==> config.mk <==
export PLATFORM = sky130hd
export DESIGN_NAME = bv2_mul_dom
export DESIGN_NICKNAME = d
export VERILOG_FILES = /design/src/rtl/bv2_mul_dom.sv
export SDC_FILE = /design/constraint.sdc
export NUM_CORES = 1
export LEC_CHECK = 0
export CORE_UTILIZATION = 45
export DETAILED_ROUTE_END_ITERATION = 16
export PLACE_DENSITY = 0.75
export SLEW_MARGIN = 25
export SYNTH_ARGS = -nofsm -noshare
export SYNTH_HDL_FRONTEND = slang
export SYNTH_SLANG_ARGS = --single-unit
==> constraint.sdc <==
create_clock -name in_clock -period 1.8 [get_ports in_clock]
set_input_delay 0.54 -clock in_clock [delete_from_list [all_inputs] [get_ports in_clock]]
set_output_delay 0.54 -clock in_clock [all_outputs]
set_load 0.01 [all_outputs]
==> src/rtl/bv2_mul_dom.sv <==
// Domain-oriented masked GF(2^2) multiplier in normal basis, NUM_SHARES shares.
// One register stage separates the cross-domain terms from integration; OUT_REG adds a second.
module bv2_mul_dom #(
  parameter int unsigned NUM_SHARES = 2,
  parameter bit          OUT_REG    = 1'b0
) (
  input  logic                                      in_clock,
  input  logic                                      in_reset,
  input  logic                                      in_valid,
  input  logic [NUM_SHARES-1:0][1:0]                in_a,
  input  logic [NUM_SHARES-1:0][1:0]                in_b,
  input  logic [NUM_SHARES*(NUM_SHARES-1)-1:0]      in_random,
  output logic [NUM_SHARES-1:0][1:0]                out_c,
  output logic                                      out_valid
);

  typedef logic [1:0] bv2_t;

  if (NUM_SHARES < 2) begin : gen_bad_shares
    $error("bv2_mul_dom: NUM_SHARES must be at least 2");
  end

  function automatic bv2_t gf4_mul(bv2_t x, bv2_t y);
    logic t;
    t = (x[0] ^ x[1]) & (y[0] ^ y[1]);
    return {(x[1] & y[1]) ^ t, (x[0] & y[0]) ^ t};
  endfunction

  // Lexicographic index of share pair (i,j), i<j.
  function automatic int unsigned pair_idx(int unsigned i, int unsigned j);
    return i * NUM_SHARES - (i * (i + 1)) / 2 + (j - i - 1);
  endfunction

  // Stage 1: one register per domain term.
  bv2_t inner_d [NUM_SHARES];
  bv2_t inner_q [NUM_SHARES];
  bv2_t cross_d [NUM_SHARES][NUM_SHARES];
  bv2_t cross_q [NUM_SHARES][NUM_SHARES];
  logic valid1_d, valid1_q;

  always_comb begin
    valid1_d = in_valid;
    for (int unsigned i = 0; i < NUM_SHARES; i++) begin
      inner_d[i] = in_valid ? gf4_mul(in_a[i], in_b[i]) : inner_q[i];
      for (int unsigned j = 0; j < NUM_SHARES; j++) begin
        if (i == j) begin
          cross_d[i][j] = '0;
        end else if (in_valid) begin
          cross_d[i][j] = gf4_mul(in_a[i], in_b[j]) ^
                          in_random[2 * ((i < j) ? pair_idx(i, j) : pair_idx(j, i)) +: 2];
        end else begin
          cross_d[i][j] = cross_q[i][j];
        end
      end
    end
  end

  always_ff @(posedge in_clock) begin
    if (in_reset) begin
      valid1_q <= 1'b0;
      for (int unsigned i = 0; i < NUM_SHARES; i++) begin
        inner_q[i] <= '0;
        for (int unsigned j = 0; j < NUM_SHARES; j++) begin
          cross_q[i][j] <= '0;
        end
      end
    end else begin
      valid1_q <= valid1_d;
      for (int unsigned i = 0; i < NUM_SHARES; i++) begin
        inner_q[i] <= inner_d[i];
        for (int unsigned j = 0; j < NUM_SHARES; j++) begin
          cross_q[i][j] <= cross_d[i][j];
        end
      end
    end
  end

  // Integration only ever touches registered terms.
  logic [NUM_SHARES-1:0][1:0] sum_c;

  always_comb begin
    for (int unsigned i = 0; i < NUM_SHARES; i++) begin
      sum_c[i] = inner_q[i];
      for (int unsigned j = 0; j < NUM_SHARES; j++) begin
        if (i != j) begin
          sum_c[i] = sum_c[i] ^ cross_q[i][j];
        end
      end
    end
  end

  if (OUT_REG) begin : gen_out_reg
    logic [NUM_SHARES-1:0][1:0] out_c_d, out_c_q;
    logic                       out_valid_d, out_valid_q;

    always_comb begin
      out_valid_d = valid1_q;
      out_c_d     = valid1_q ? sum_c : out_c_q;
    end

    always_ff @(posedge in_clock) begin
      if (in_reset) begin
        out_valid_q <= 1'b0;
        out_c_q     <= '0;
      end else begin
        out_valid_q <= out_valid_d;
        out_c_q     <= out_c_d;
      end
    end

    assign out_c     = out_c_q;
    assign out_valid = out_valid_q;
  end else begin : gen_no_out_reg
    assign out_c     = sum_c;
    assign out_valid = valid1_q;
  end

endmodule

==> impl_metrics.toml, run 1 <==
[floorplanning]
die_h_um = 41.4
die_w_um = 41.4
rows = 13
initial_core_util_pct = 51.0
dieArea_um2 = 1710
coreArea_um2 = 1370
io_pins = 18

[route]
via_count = 692
avgRoutedWirePerCell_um = 14.5
routed_wl_um = 1830
initialDrtViolationCount = 17
via_per_inst = 5.49
antenna_left = 0
drtPass1Iterations = 4
drt_drc_violations_left = 0

[global_route]
grt_overflow = 0
grt_max_degree = 9
grt_pass1_wl_um = 2720
antenna_found_initial = 0
grt.total_usage_pct = 25.2
grt_pass1_vias = 638

[sta]
drv_slew = 0
rsz0062_at_grt = "no"
finalSetupViolations = 0
timing.final.crit_period_ps = 1670
skew_ps = 0
slew_headroom_pct = 80.8
timing.final.crit_share_pct = 92.6
max_clock_freq_mhz = 600
hold_viol_final = 0
worstMarginPinSlew_ps = 287
hold-worst-slack_ps = 500
setup_tns_ps = 0

[synthesis]
synth-main-ff-cell = "dfxtp_1"
synth_edf_count = 4
synthArstFlopShare_pct = 0
netlist_area_um2 = 697
ys_warn_count = 0
synthCells = 70
syn_area_per_cell_um2 = 9.96
synth-seq-area-share_pct = 31.6
ys_types = 33
syn-num-nets = 83
ys_seq_elements = 9

[critical_path]
critPathLaunchType = "input port"
required_ps = 1810
r2r_start = "inner_q[0][2]$_SDFFE_PP0P_"
cp-end-kind = "flip-flop"
path_max_fanout = 6
worstSetupPathType = "input port to flip-flop"
crit_arrival_ps = 1680
timing.rr.end = "inner_q[0][2]$_SDFFE_PP0P_"
ff2ff_path_depth = 2
rrSetupSlack_ps = 1080

[clock_tree]
clk_pin_slew_worst_paths_ps = 60
cts-htree-levels = 1
tritoncts = "yes"
clkLatencyLatePin_ps = 250
cts_buffer_depth = 2
cts_sinks = 9
holdBufCountCts = 0
numCtsBuffers = 3
clockRootBuffer = "clkbuf_4"

[place]
io_buffer_count = 17
postPlaceCellArea_um2 = 1020
dp_hpwl_um = 1480
gp_congestion = 0.826

[layout]
diodes = 0
area_growth_pct = 49.0
drive_above_1_share_pct = 33.3
final_area_um2 = 1040
layout.nets = 125

[power]
p_leak_nw = 0.479
p_total_mw = 0.602
ir_worst_vdd_mv = 0.448
p_per_area_nw_per_um2 = 580

[min_path]
holdPathEnd = "inner_q[0][0]$_SDFFE_PP0P_"
hp-class = "flip-flop to flip-flop"
hold_path_depth = 2
holdCritStartpoint = "inner_q[0][0]$_SDFFE_PP0P_"

[outcome]
outcome = "completed"

[job]
cap_violations = 0
## layout by cell type (no fill, tap or decap), types with 2 or more instances in the layout
cell and count:
a21oi_1 3, a221oi_2 3, a32oi_1 3, buf_4 23, clkbuf_4 3, clkdlybuf4s50_1 5
dfxtp_1 5, dlygate4sd2_1 12, edfxtp_1 4, inv_1 4, mux2_1 2, mux2_4 2
nand2_1 3, nor2_1 4, nor2b_1 5, nor3_1 2, o21ai_0 6, xor2_1 5
## synth_stat cells, types with 2 or more instances
library cell  number  share of area, %
o21ai_0            6               4.3
dfxtp_1            5                14
nor2b_1            5               4.5
xor2_1             5               6.3
edfxtp_1           4                17
inv_1              4               2.2
nor2_1             4               2.2
a21oi_1            3               2.2
a221oi_2           3               6.5
a32oi_1            3               3.8
nand2_1            3               1.6
mux2_1             2               3.2
mux2_4             2               4.3
nor3_1             2               1.4
## what timing repair did
action,4_1_cts,5_1_grt
setup endpoints to repair,8,0
gates resized for setup,12,0
endpoints found under the hold margin,0,0
buffers inserted,1,0
## layout make-up
| type | instances | area (um^2) |
|---|---|---|
| Clock buffer | 4 | 26.3 |
| Sequential cell | 9 | 220 |
| Inverter | 5 | 18.8 |
| Timing Repair Buffer | 40 | 328 |
| Tap cell | 15 | 18.8 |
| Multi-Input combinational cell | 53 | 427 |
| Fill cell | 111 | 328 |
## critical path: stages
cell           delay (ps)
dlygate4sd2_1         290
nand2_1               100
o21ai_0               100
a221oi_2              320
mux2_4                330
## kinds of logic after synthesis
group,Yosys count,share of synthesized area [%]
compound gates,19,20.6
xor+xnor,6,7.54
buf+inv,8,7.18
flops,9,31.6
mux,6,10.6
simple gates,22,22.4
## state kept, by name, indices dropped and copies added (netlist names)
register and flops:
out_valid 1, cross_q 4, inner_q 4
## layer usage
metal	up-vias	part of all wire (%)	GRT usage, %
met5	-	0	0
met4	0	0.71	2.42
met3	2	6.8	9.57
met2	32	52	46.1
met1	320	40	28.6
li1	338	-	-
## per-stage QoR
step	setup WS, ps	utilization [%]	std cells
floorplan	152	-	70
global placement	-328	74.6	121
detailed placement	-351	74.6	121
CTS	134	76.0	126
global route	72.3	76.0	126
finish	133	76.0	126
## worst max-delay path by stage
stage                         startpoint  cells after the start                          end  slack [ps]
floorplan                        in_b[1]                      4  cross_q[1][3]$_SDFFCE_PP0P_         150
global placement                 in_b[3]                      4  cross_q[0][1]$_SDFFCE_PP0P_        -330
detailed placement               in_b[3]                      4  cross_q[0][1]$_SDFFCE_PP0P_        -350
CTS                 out_valid$_SDFF_PP0_                      1                    out_valid         130
global route                     in_a[2]                      5  cross_q[1][3]$_SDFFCE_PP0P_          70
finish                           in_a[2]                      5  cross_q[1][3]$_SDFFCE_PP0P_         130
## power breakdown
part           switching, mW  internal [mW]
Sequential            0.0102          0.234
Combinational         0.0897          0.113
Clock                 0.0698         0.0854
Power figures use the tool's default switching activity.
==> inputs of run 2 (changes only) <==
--- a/config.mk
+++ b/config.mk
@@ -7,6 +7,7 @@
 export LEC_CHECK = 0
 export CORE_UTILIZATION = 45
 export DETAILED_ROUTE_END_ITERATION = 16
+export HOLD_SLACK_MARGIN = 0.12
 export PLACE_DENSITY = 0.75
 export SLEW_MARGIN = 25
 export SYNTH_ARGS = -nofsm -noshare
==> results of run 2 <==
No change in the layout: final DEF, timing and power equal those of run 1.
==> inputs of run 3 (changes only) <==
--- a/config.mk
+++ b/config.mk
@@ -5,10 +5,10 @@
 export SDC_FILE = /design/constraint.sdc
 export NUM_CORES = 1
 export LEC_CHECK = 0
-export CORE_UTILIZATION = 45
+export CORE_UTILIZATION = 30
 export DETAILED_ROUTE_END_ITERATION = 16
 export HOLD_SLACK_MARGIN = 0.12
-export PLACE_DENSITY = 0.75
+export PLACE_DENSITY = 0.54
 export SLEW_MARGIN = 25
 export SYNTH_ARGS = -nofsm -noshare
 export SYNTH_HDL_FRONTEND = slang
==> run 3 against run 2 <==
  * Die area is 47% higher
  * Combinational power barely moved
  * Sequential power about the same
  * Maximum frequency rose by 0.22%
  * Critical endpoint is now cross_q[0][1]$_SDFFCE_PP0P_
==> impl_metrics.toml, run 3 (same netlist as run 1, synthesis figures left out) <==
[global_route]
grt_max_degree = 8
grt_pass1_vias = 633
antenna_found_initial = 0
grt.total_usage_pct = 14.7
grt_overflow = 0
grt_pass1_wl_um = 2710

[route]
via_count = 652
drt_drc_violations_left = 0
routed_wl_um = 1570
via_per_inst = 4.69
antenna_left = 0
initialDrtViolationCount = 2
drtPass1Iterations = 4
avgRoutedWirePerCell_um = 11.3

[critical_path]
crit_chain = "dlygate4sd2_1, nor2b_2, a221oi_2, mux2_1"
critPathMaxStageDelay_ps = 350
crit_arrival_ps = 1680
worstSetupPathType = "input port to flip-flop"
r2r_start = "inner_q[0][2]$_SDFFE_PP0P_"
crit_buf_inv = 1
path_max_fanout = 6
critPathLaunchType = "input port"
crit_slowest_cell = "mux2_1"
cp_top_family = "multiplexers"
crit_path_start = "in_b[3]"
cp-end-kind = "flip-flop"
required_ps = 1810

[power]
p_sw_share_pct = 28.0
p_per_area_nw_per_um2 = 568
p_sw_mw = 0.168
p_leak_nw = 0.487
pwr-share-comb_pct = 33.2
ir_worst_vdd_mv = 0.346
internal-power_mw = 0.433
p_clk_share_pct = 26.2
pwr-share-seq_pct = 40.6

[sta]
max_clock_freq_mhz = 601
timing.final.crit_share_pct = 92.4
worstMarginPinSlew_ps = 278
timing.final.crit_period_ps = 1660
skew_ps = 0
setup_tns_ps = 0
hold_viol_final = 0
drv_slew = 0
rsz0062_at_grt = "no"
slew_headroom_pct = 81.5
finalSetupViolations = 0

[clock_tree]
cts_buffer_depth = 2
clk_pin_slew_worst_paths_ps = 60
tritoncts = "yes"
cts_sinks = 9
numCtsBuffers = 3
cts-htree-levels = 1
clockRootBuffer = "clkbuf_4"
clkLatencyLatePin_ps = 260

[floorplanning]
die_w_um = 50.2
rows = 17
initial_core_util_pct = 31.8
io_pins = 18
coreArea_um2 = 2190
die_h_um = 50.2
dieArea_um2 = 2520

[layout]
layout.nets = 125
diodes = 0
final_area_um2 = 1060
final_common_cell = "buf_4"
seq_area_um2 = 220
postLayoutCoreUtil_pct = 48.3
final_cell_mix = "buf_4, dlygate4sd2_1, o21ai_0"
area_growth_pct = 51.9
fill_cells = 222
multiInputGateArea_um2 = 427
drive_above_1_share_pct = 33.3

[place]
dp_hpwl_um = 1310
gp_congestion = 0.779
io_buffer_count = 17
postPlaceCellArea_um2 = 1040

[outcome]
outcome = "completed"

[min_path]
hp-class = "flip-flop to flip-flop"
holdCritStartpoint = "inner_q[0][1]$_SDFFE_PP0P_"

[job]
cap_violations = 0
## run 3: power by group through the flow
stage | clock [mW] | sequential (mW) | combinational, mW
final | 0.158 | 0.244 | 0.200
after CTS | 0.162 | 0.245 | 0.202
after global placement | 0 | 0.249 | 0.215
after detailed placement | 0 | 0.249 | 0.218
after floorplan | 0 | 0.247 | 0.100
after global routing | 0.180 | 0.246 | 0.218
## run 3: layer usage
layer / wire length, um / global-route usage, % / vias to the layer above / share of wire (%)
met5: 0 / 0 / - / 0
met4: 29 / 8.57 / 0 / 1.8
met3: 45 / 1.82 / 4 / 2.9
met2: 781 / 25.1 / 14 / 50
met1: 716 / 17.4 / 290 / 46
li1: - / - / 344 / -
## run 3: worst paths after layout
check,endpoint,slack (ps),depth (start not counted)
setup / recovery,cross_q[0][1]$_SDFFCE_PP0P_,140,4
setup reg to reg,inner_q[0][2]$_SDFFE_PP0P_,1120,2
hold / removal,inner_q[0][1]$_SDFFE_PP0P_,490,2
hold reg to reg,inner_q[0][1]$_SDFFE_PP0P_,490,2
## run 3: per-stage QoR
step           power, mW  hold slack (ps)  instances  setup WS [ps]
4_1_cts            0.609              500        139           4.91
2_1_floorplan      0.347              456         70            152
5_1_grt            0.644              534        139           71.4
3_3_place_gp       0.465              480        134           -353
6_report           0.602              495        139            137
3_5_place_dp       0.467              483        134           -401
## run 3: cell type report
| class | instances | share of cell area, % |
|---|---|---|
| multi-input cells | 53 | 40.3 |
| repair buffers | 40 | 31.3 |
| flip-flops and latches | 9 | 20.8 |
| well taps | 28 | 3.31 |
| clock buffers | 4 | 2.48 |
| inverters | 5 | 1.77 |
## run 3: timing repair
action | in CTS | in global routing
resized for setup | 11 | 1
setup endpoints to repair | 8 | 2
buffers inserted | 1 | 0
hold buffers | 0 | 0
pin swaps | 3 | 0
## run 3: worst register-to-register path, cell delays in order, from the launching register on
cell,delay [ps]
dfxtp_1,320
a32oi_1,140
o21ai_0,100
